--- config.mk ---
export PLATFORM = sky130hd
export DESIGN_NAME = dsp_mac_cascade
export DESIGN_NICKNAME = d
export VERILOG_FILES = /design/src/rtl/dsp_mac_cascade.sv
export SDC_FILE = /design/constraint.sdc
export NUM_CORES = 1
export LEC_CHECK = 0
export BUFFER_PORTS_ARGS = -buffer_cell sky130_fd_sc_hd__buf_2
export CAP_MARGIN = 20
export CORE_MARGIN = 4
export CORE_UTILIZATION = 55
export DETAILED_ROUTE_END_ITERATION = 16
export PLACE_DENSITY = 0.78
export SLEW_MARGIN = 20
export SYNTH_ARGS = -nofsm -noshare
export SYNTH_HDL_FRONTEND = slang
export SYNTH_SLANG_ARGS = --single-unit
--- constraint.sdc ---
create_clock -name clk -period 11.8 [get_ports clk]
set_clock_uncertainty 0.1 [all_clocks]
set_input_delay 1.18 -clock clk [delete_from_list [all_inputs] [get_ports clk]]
set_output_delay 1.18 -clock clk [all_outputs]
set_load 0.005 [all_outputs]
--- src/rtl/dsp_mac_cascade.sv ---
// dsp_mac_cascade: pipelined signed multiply-accumulate slice with a cascade
// input, followed by a rounded and saturated narrow output. A chain of slices
// is built by feeding each slice's p_o into the next slice's pc_i.
//
// Ports:
//   clk       rising-edge clock for all logic
//   rst       synchronous active-high reset
//   in_valid  a, b, mode and last are sampled this cycle
//   a         signed multiplicand (A_W bits)
//   b         multiplier (B_W bits), signed when B_SIGNED != 0
//   mode      00 cascade, 01 accumulate, 10 load, 11 accumulate + cascade
//   last      final term of an accumulation; requests a y_o result
//   pc_i      signed cascade input, used on the accumulate stage
//   p_o       registered accumulator / cascade output
//   p_valid   p_o was updated on the preceding edge
//   y_o       rounded, saturated result
//   y_valid   one-cycle pulse when y_o is new
//   y_sat     y_o was clipped; qualified by y_valid
module dsp_mac_cascade #(
  parameter int A_W      = 16,
  parameter int B_W      = 8,
  parameter int B_SIGNED = 0,
  parameter int ACC_W    = 48,
  parameter int OUT_W    = 16,
  parameter int SHIFT    = 8
) (
  input  logic             clk,
  input  logic             rst,
  input  logic             in_valid,
  input  logic [A_W-1:0]   a,
  input  logic [B_W-1:0]   b,
  input  logic [1:0]       mode,
  input  logic             last,
  input  logic [ACC_W-1:0] pc_i,
  output logic [ACC_W-1:0] p_o,
  output logic             p_valid,
  output logic [OUT_W-1:0] y_o,
  output logic             y_valid,
  output logic             y_sat
);

  typedef enum logic [1:0] {
    MODE_CASC     = 2'b00,
    MODE_ACC      = 2'b01,
    MODE_LOAD     = 2'b10,
    MODE_ACC_CASC = 2'b11
  } mode_e;

  // b is always widened by one bit so signed and unsigned share one multiplier.
  localparam int PROD_W = A_W + B_W + 1;
  localparam int RND_SH = (SHIFT > 0) ? SHIFT - 1 : 0;
  localparam logic signed [ACC_W:0] Y_MAX = {{(ACC_W + 2 - OUT_W){1'b0}}, {(OUT_W - 1){1'b1}}};
  localparam logic signed [ACC_W:0] Y_MIN = {{(ACC_W + 2 - OUT_W){1'b1}}, {(OUT_W - 1){1'b0}}};

  logic signed [A_W-1:0]   a_r;
  logic        [B_W-1:0]   b_r;
  mode_e                   mode1, mode2;
  logic                    last1, last2, last3;
  logic                    v1, v2, v3;
  logic signed [B_W:0]     b_ext;
  logic signed [PROD_W-1:0] prod;
  logic signed [ACC_W-1:0] mul, p, p_next;
  logic signed [ACC_W:0]   rnd, r, q;

  // Stage 1: input registers; data holds while in_valid is low.
  always_ff @(posedge clk) begin
    if (rst) begin
      a_r   <= '0;
      b_r   <= '0;
      mode1 <= MODE_CASC;
      last1 <= 1'b0;
      v1    <= 1'b0;
    end else begin
      v1 <= in_valid;
      if (in_valid) begin
        a_r   <= a;
        b_r   <= b;
        mode1 <= mode_e'(mode);
        last1 <= last;
      end
    end
  end

  // Stage 2: multiply, sign-extended to the accumulator width.
  always_comb begin
    if (B_SIGNED != 0) b_ext = {b_r[B_W-1], b_r};
    else               b_ext = {1'b0, b_r};
    prod = a_r * b_ext;
  end

  always_ff @(posedge clk) begin
    if (rst) begin
      mul   <= '0;
      mode2 <= MODE_CASC;
      last2 <= 1'b0;
      v2    <= 1'b0;
    end else begin
      v2 <= v1;
      if (v1) begin
        mul   <= ACC_W'(prod);
        mode2 <= mode1;
        last2 <= last1;
      end
    end
  end

  // Stage 3: accumulate; sums wrap modulo 2^ACC_W.
  always_comb begin
    p_next = '0;
    unique case (mode2)
      MODE_CASC:     p_next = mul + pc_i;
      MODE_ACC:      p_next = p + mul;
      MODE_LOAD:     p_next = mul;
      MODE_ACC_CASC: p_next = p + mul + pc_i;
    endcase
  end

  always_ff @(posedge clk) begin
    if (rst) begin
      p     <= '0;
      last3 <= 1'b0;
      v3    <= 1'b0;
    end else begin
      v3 <= v2;
      if (v2) begin
        p     <= p_next;
        last3 <= last2;
      end
    end
  end

  assign p_o     = p;
  assign p_valid = v3;

  // Stage 4: round half-up in ACC_W+1 bits so the round add cannot overflow.
  always_comb begin
    rnd = '0;
    if (SHIFT > 0) rnd[RND_SH] = 1'b1;
    r = {p[ACC_W-1], p} + rnd;
    q = r >>> SHIFT;
  end

  always_ff @(posedge clk) begin
    if (rst) begin
      y_o     <= '0;
      y_valid <= 1'b0;
      y_sat   <= 1'b0;
    end else begin
      y_valid <= v3 && last3;
      if (v3 && last3) begin
        if (q > Y_MAX) begin
          y_o   <= Y_MAX[OUT_W-1:0];
          y_sat <= 1'b1;
        end else if (q < Y_MIN) begin
          y_o   <= Y_MIN[OUT_W-1:0];
          y_sat <= 1'b1;
        end else begin
          y_o   <= q[OUT_W-1:0];
          y_sat <= 1'b0;
        end
      end
    end
  end

endmodule

==> impl_metrics.tcl <==
set metrics [dict create \
    drc 0 \
    post_cts_buffers 0 \
    cts.repair.resized 0 \
    dp_cells 2988 \
    grt_max_degree 82 \
    cts_buffers 17 \
    r2r-end "mul[23]$_SDFFE_PP0P_" \
    layout-drive-gt1-share_pct 9.93 \
    switching_share_pct 41.2 \
    placementRows 69 \
    fin_util_pct 60.3 \
    die_w_um 199 \
    hold_viol 0 \
    clockBufferDepth 2 \
    syn_area_per_cell_um2 8.02 \
    r2r_setup_slack_ns 6.01 \
    fin_cells 3021 \
    grt_pass1_vias 18200 \
    cts.clk_slew.worst_paths_ns 0.07 \
    gp_congestion 1.01 \
    p_int_mw 1.15 \
    routedWlPerCell_um 20.2 \
    p_comb_share_pct 44.6 \
    drt_wl_total_um 61100 \
    status "complete, no violations" \
    ios 145 \
    holdPathStages 2 \
    crit_arrival_ns 6.02 \
    worstHoldPathType "flop to flop" \
    cpPeakStageDelay_ns 0.68 \
    crit_type "flop to flop" \
    fin_hold_ws_ns 0.370 \
    p_sw_mw 0.806 \
    coreArea_um2 35800 \
    antenna_found_initial 1 \
    cp-end-kind "flop" \
    max_clock_freq_mhz 173 \
    setup_viol 0 \
    vias 19200 \
    power_frac_clock_pct 29.8 \
    ys_warn_count 0 \
    p_leak_nw 10.2 \
    fin_nets 2967 \
    pre_cts_ws_ns 6.03 \
    drt-pass1-iter-count 6 \
    clock_latency_ns 0.45 \
    postSynthCellCount 2505 \
    irDropWorstVdd_uv 111 \
    placed_cell_area_um2 21000 \
    synth_top_area_share_pct 15.1 \
    ff2ff_path_depth 19 \
    clock_sinks 125 \
    cp_slowest_cell "dfxtp_1" \
    ys_seq_area_share_pct 12.5 \
    grt_usage_pct 30.5 \
    synth_edf_count 0 \
    finalPower_mw 1.96 \
    holdPathEnd "y_o[15]$_SDFFE_PP0P_" \
    path_max_fanout 17 \
    synth_top_area_cell "fa_1" \
    synth.net_count 2926 \
    die_area_um2 39700 \
    timing.rr.start "b_r[2]$_SDFFE_PP0P_" \
    postLayoutCellArea_um2 21600 \
    powerDensity_nw_per_um2 90.6 \
    fin_tns_setup_ns 0 \
    finalMaxSlewViolations 0 \
    via_per_inst 6.34 \
    portBuffers 144 \
    start_kind "flop" \
    synthDistinctLibCells 82 \
    crit_chain "nand2_1 -> fa_1 -> inv_1 -> fa_1 -> ha_1 -> inv_1 -> fa_1 -> inv_1 -> ha_1 -> a21o_1 -> a21o_1 -> a2111oi_0 -> o21ai_0 -> o41a_1 -> nand4_1 -> and4b_1 -> a21oi_1 -> xor2_1 -> a21o_1" \
    max_cap_viol_count 0 \
    min_from "y_o[15]$_SDFFE_PP0P_" \
    postLayoutSetupSlackWorst_ns 6.01 \
    rsz0062_at_grt "no" \
    synth_seq_cells 125 \
    cts-root-buf "clkbuf_16" \
    slew_headroom_pct 26.9 \
    dpl.hpwl_um 48600 \
    grt_pass1_wl_um 97200 \
    yosysMostFrequentCell "nor2_1" \
    synth_flop_cell "dfxtp_1" \
    dieHeight_um 199 \
    cts_htree_levels 4 \
    nFillCells 3183 \
    synthesis.area_um2 20100 \
    synthToLayoutAreaGrowth_pct 7.54 \
    start_util_pct 56.1 \
    cts_hold_buf 0 \
    synthTopCellsByArea "fa_1 (15%), dfxtp_1 (12%), ha_1 (12%)" \
    cts_tree "built" \
    seq_power_share_pct 25.7 \
    async_flop_share_pct 0 \
    drtIter0Drc 1634 \
    ant_nets 0 \
    cp.required_ns 12.03 \
    tightest_slew_ns 1.09 \
    grt_overflow 0 \
    fin_crit_ns 5.79 \
    ys_top_cells_by_count "nor2_1 (227), nand2_1 (212), ha_1 (191), a21oi_1 (188), inv_1 (180)" \
    fin_crit_sh_pct 49.0 \
]
==> metal layers <==
| metal | vias up | part of all wire [%] | track usage (%) |
|---|---|---|---|
| met1 | 9235 | 44 | 44.5 |
| li1 | 8988 | - | - |
| met4 | 0 | 2.1 | 7.19 |
| met2 | 840 | 45 | 48.5 |
| met3 | 88 | 8.9 | 4.10 |
| met5 | - | 0 | 0 |
==> cells in the final DEF (no fill, tap or decap), types with 21 or more instances in the layout <==
cell type	Yosys	routed
a21oi_1	188	188
o211ai_1	21	21
mux2i_1	72	72
a21o_1	86	86
a31oi_1	28	27
and2_1	89	89
nor2b_1	23	23
nand2b_1	24	24
nor2_1	227	227
buf_2	6	143
fa_1	152	152
inv_1	180	180
o21bai_1	24	24
nand3_1	51	51
nand2_1	212	212
nor3_1	52	52
nand4_1	56	56
dfxtp_1	125	121
a211oi_1	35	35
ha_1	191	191
xnor2_1	103	103
o21ai_0	90	90
xor2_1	65	65
==> critical path, delay by kind of cell (launching register included) <==
family	cells	cell delay, ns
and+or+nand+nor	3	0.52
DFF	1	0.68
AOI/OAI and AO/OA	7	1.92
adders and majority gates	5	2.14
xor gates and xnor gates	1	0.15
buffers and inverters	3	0.17
==> worst max-delay path by stage <==
stage | start | end | slack (ns)
finish | b_r[2]$_SDFFE_PP0P_ | mul[23]$_SDFFE_PP0P_ | 6.01
global route | b_r[2]$_SDFFE_PP0P_ | mul[23]$_SDFFE_PP0P_ | 5.57
CTS | b_r[2]$_SDFFE_PP0P_ | mul[23]$_SDFFE_PP0P_ | 5.99
detailed placement | b_r[2]$_SDFFE_PP0P_ | mul[23]$_SDFFE_PP0P_ | 6.03
global placement | b_r[2]$_SDFFE_PP0P_ | mul[23]$_SDFFE_PP0P_ | 6.16
floorplan | b_r[0]$_SDFFE_PP0P_ | mul[23]$_SDFFE_PP0P_ | 6.52
==> flip-flops by register name, indices dropped and copies added (netlist names), 2 cells and up <==
signal	cells
y_o	16
mul	25
a_r	16
b_r	8
p_o	48
mode2	2
mode1	2
==> final cells by class <==
type | count | area, um2 | area share, %
tap | 461 | 577 | 2.67
clock buffer | 19 | 453 | 2.10
timing repair buffer | 155 | 806 | 3.73
antenna | 1 | 2.50 | 0.0116
inverter | 180 | 676 | 3.13
sequential | 125 | 2510 | 11.6
multi-input combinational | 2067 | 16400 | 75.9
clock inverter | 13 | 189 | 0.874
==> power groups by stage <==
| stage | registers (mW) | clock network [mW] | logic, mW |
|---|---|---|---|
| 2_1_floorplan | 0.484 | 0 | 0.641 |
| 3_3_place_gp | 0.508 | 0 | 0.835 |
| 3_5_place_dp | 0.509 | 0 | 0.847 |
| 4_1_cts | 0.500 | 0.587 | 0.853 |
| 5_1_grt | 0.507 | 0.606 | 0.961 |
| 6_report | 0.502 | 0.582 | 0.873 |
==> logic make-up after synthesis <==
| logic type | synth area share, % |
|---|---|
| AO/OA/AOI/OAI | 20.8 |
| XOR/XNOR | 7.32 |
| adder cells (fa/ha/maj) | 27.0 |
| buffers and inverters | 5.96 |
| flip-flops | 12.5 |
| multiplexers | 5.88 |
| AND/OR/NAND/NOR | 20.5 |
Note: power is estimated with default switching activity, not from simulation.
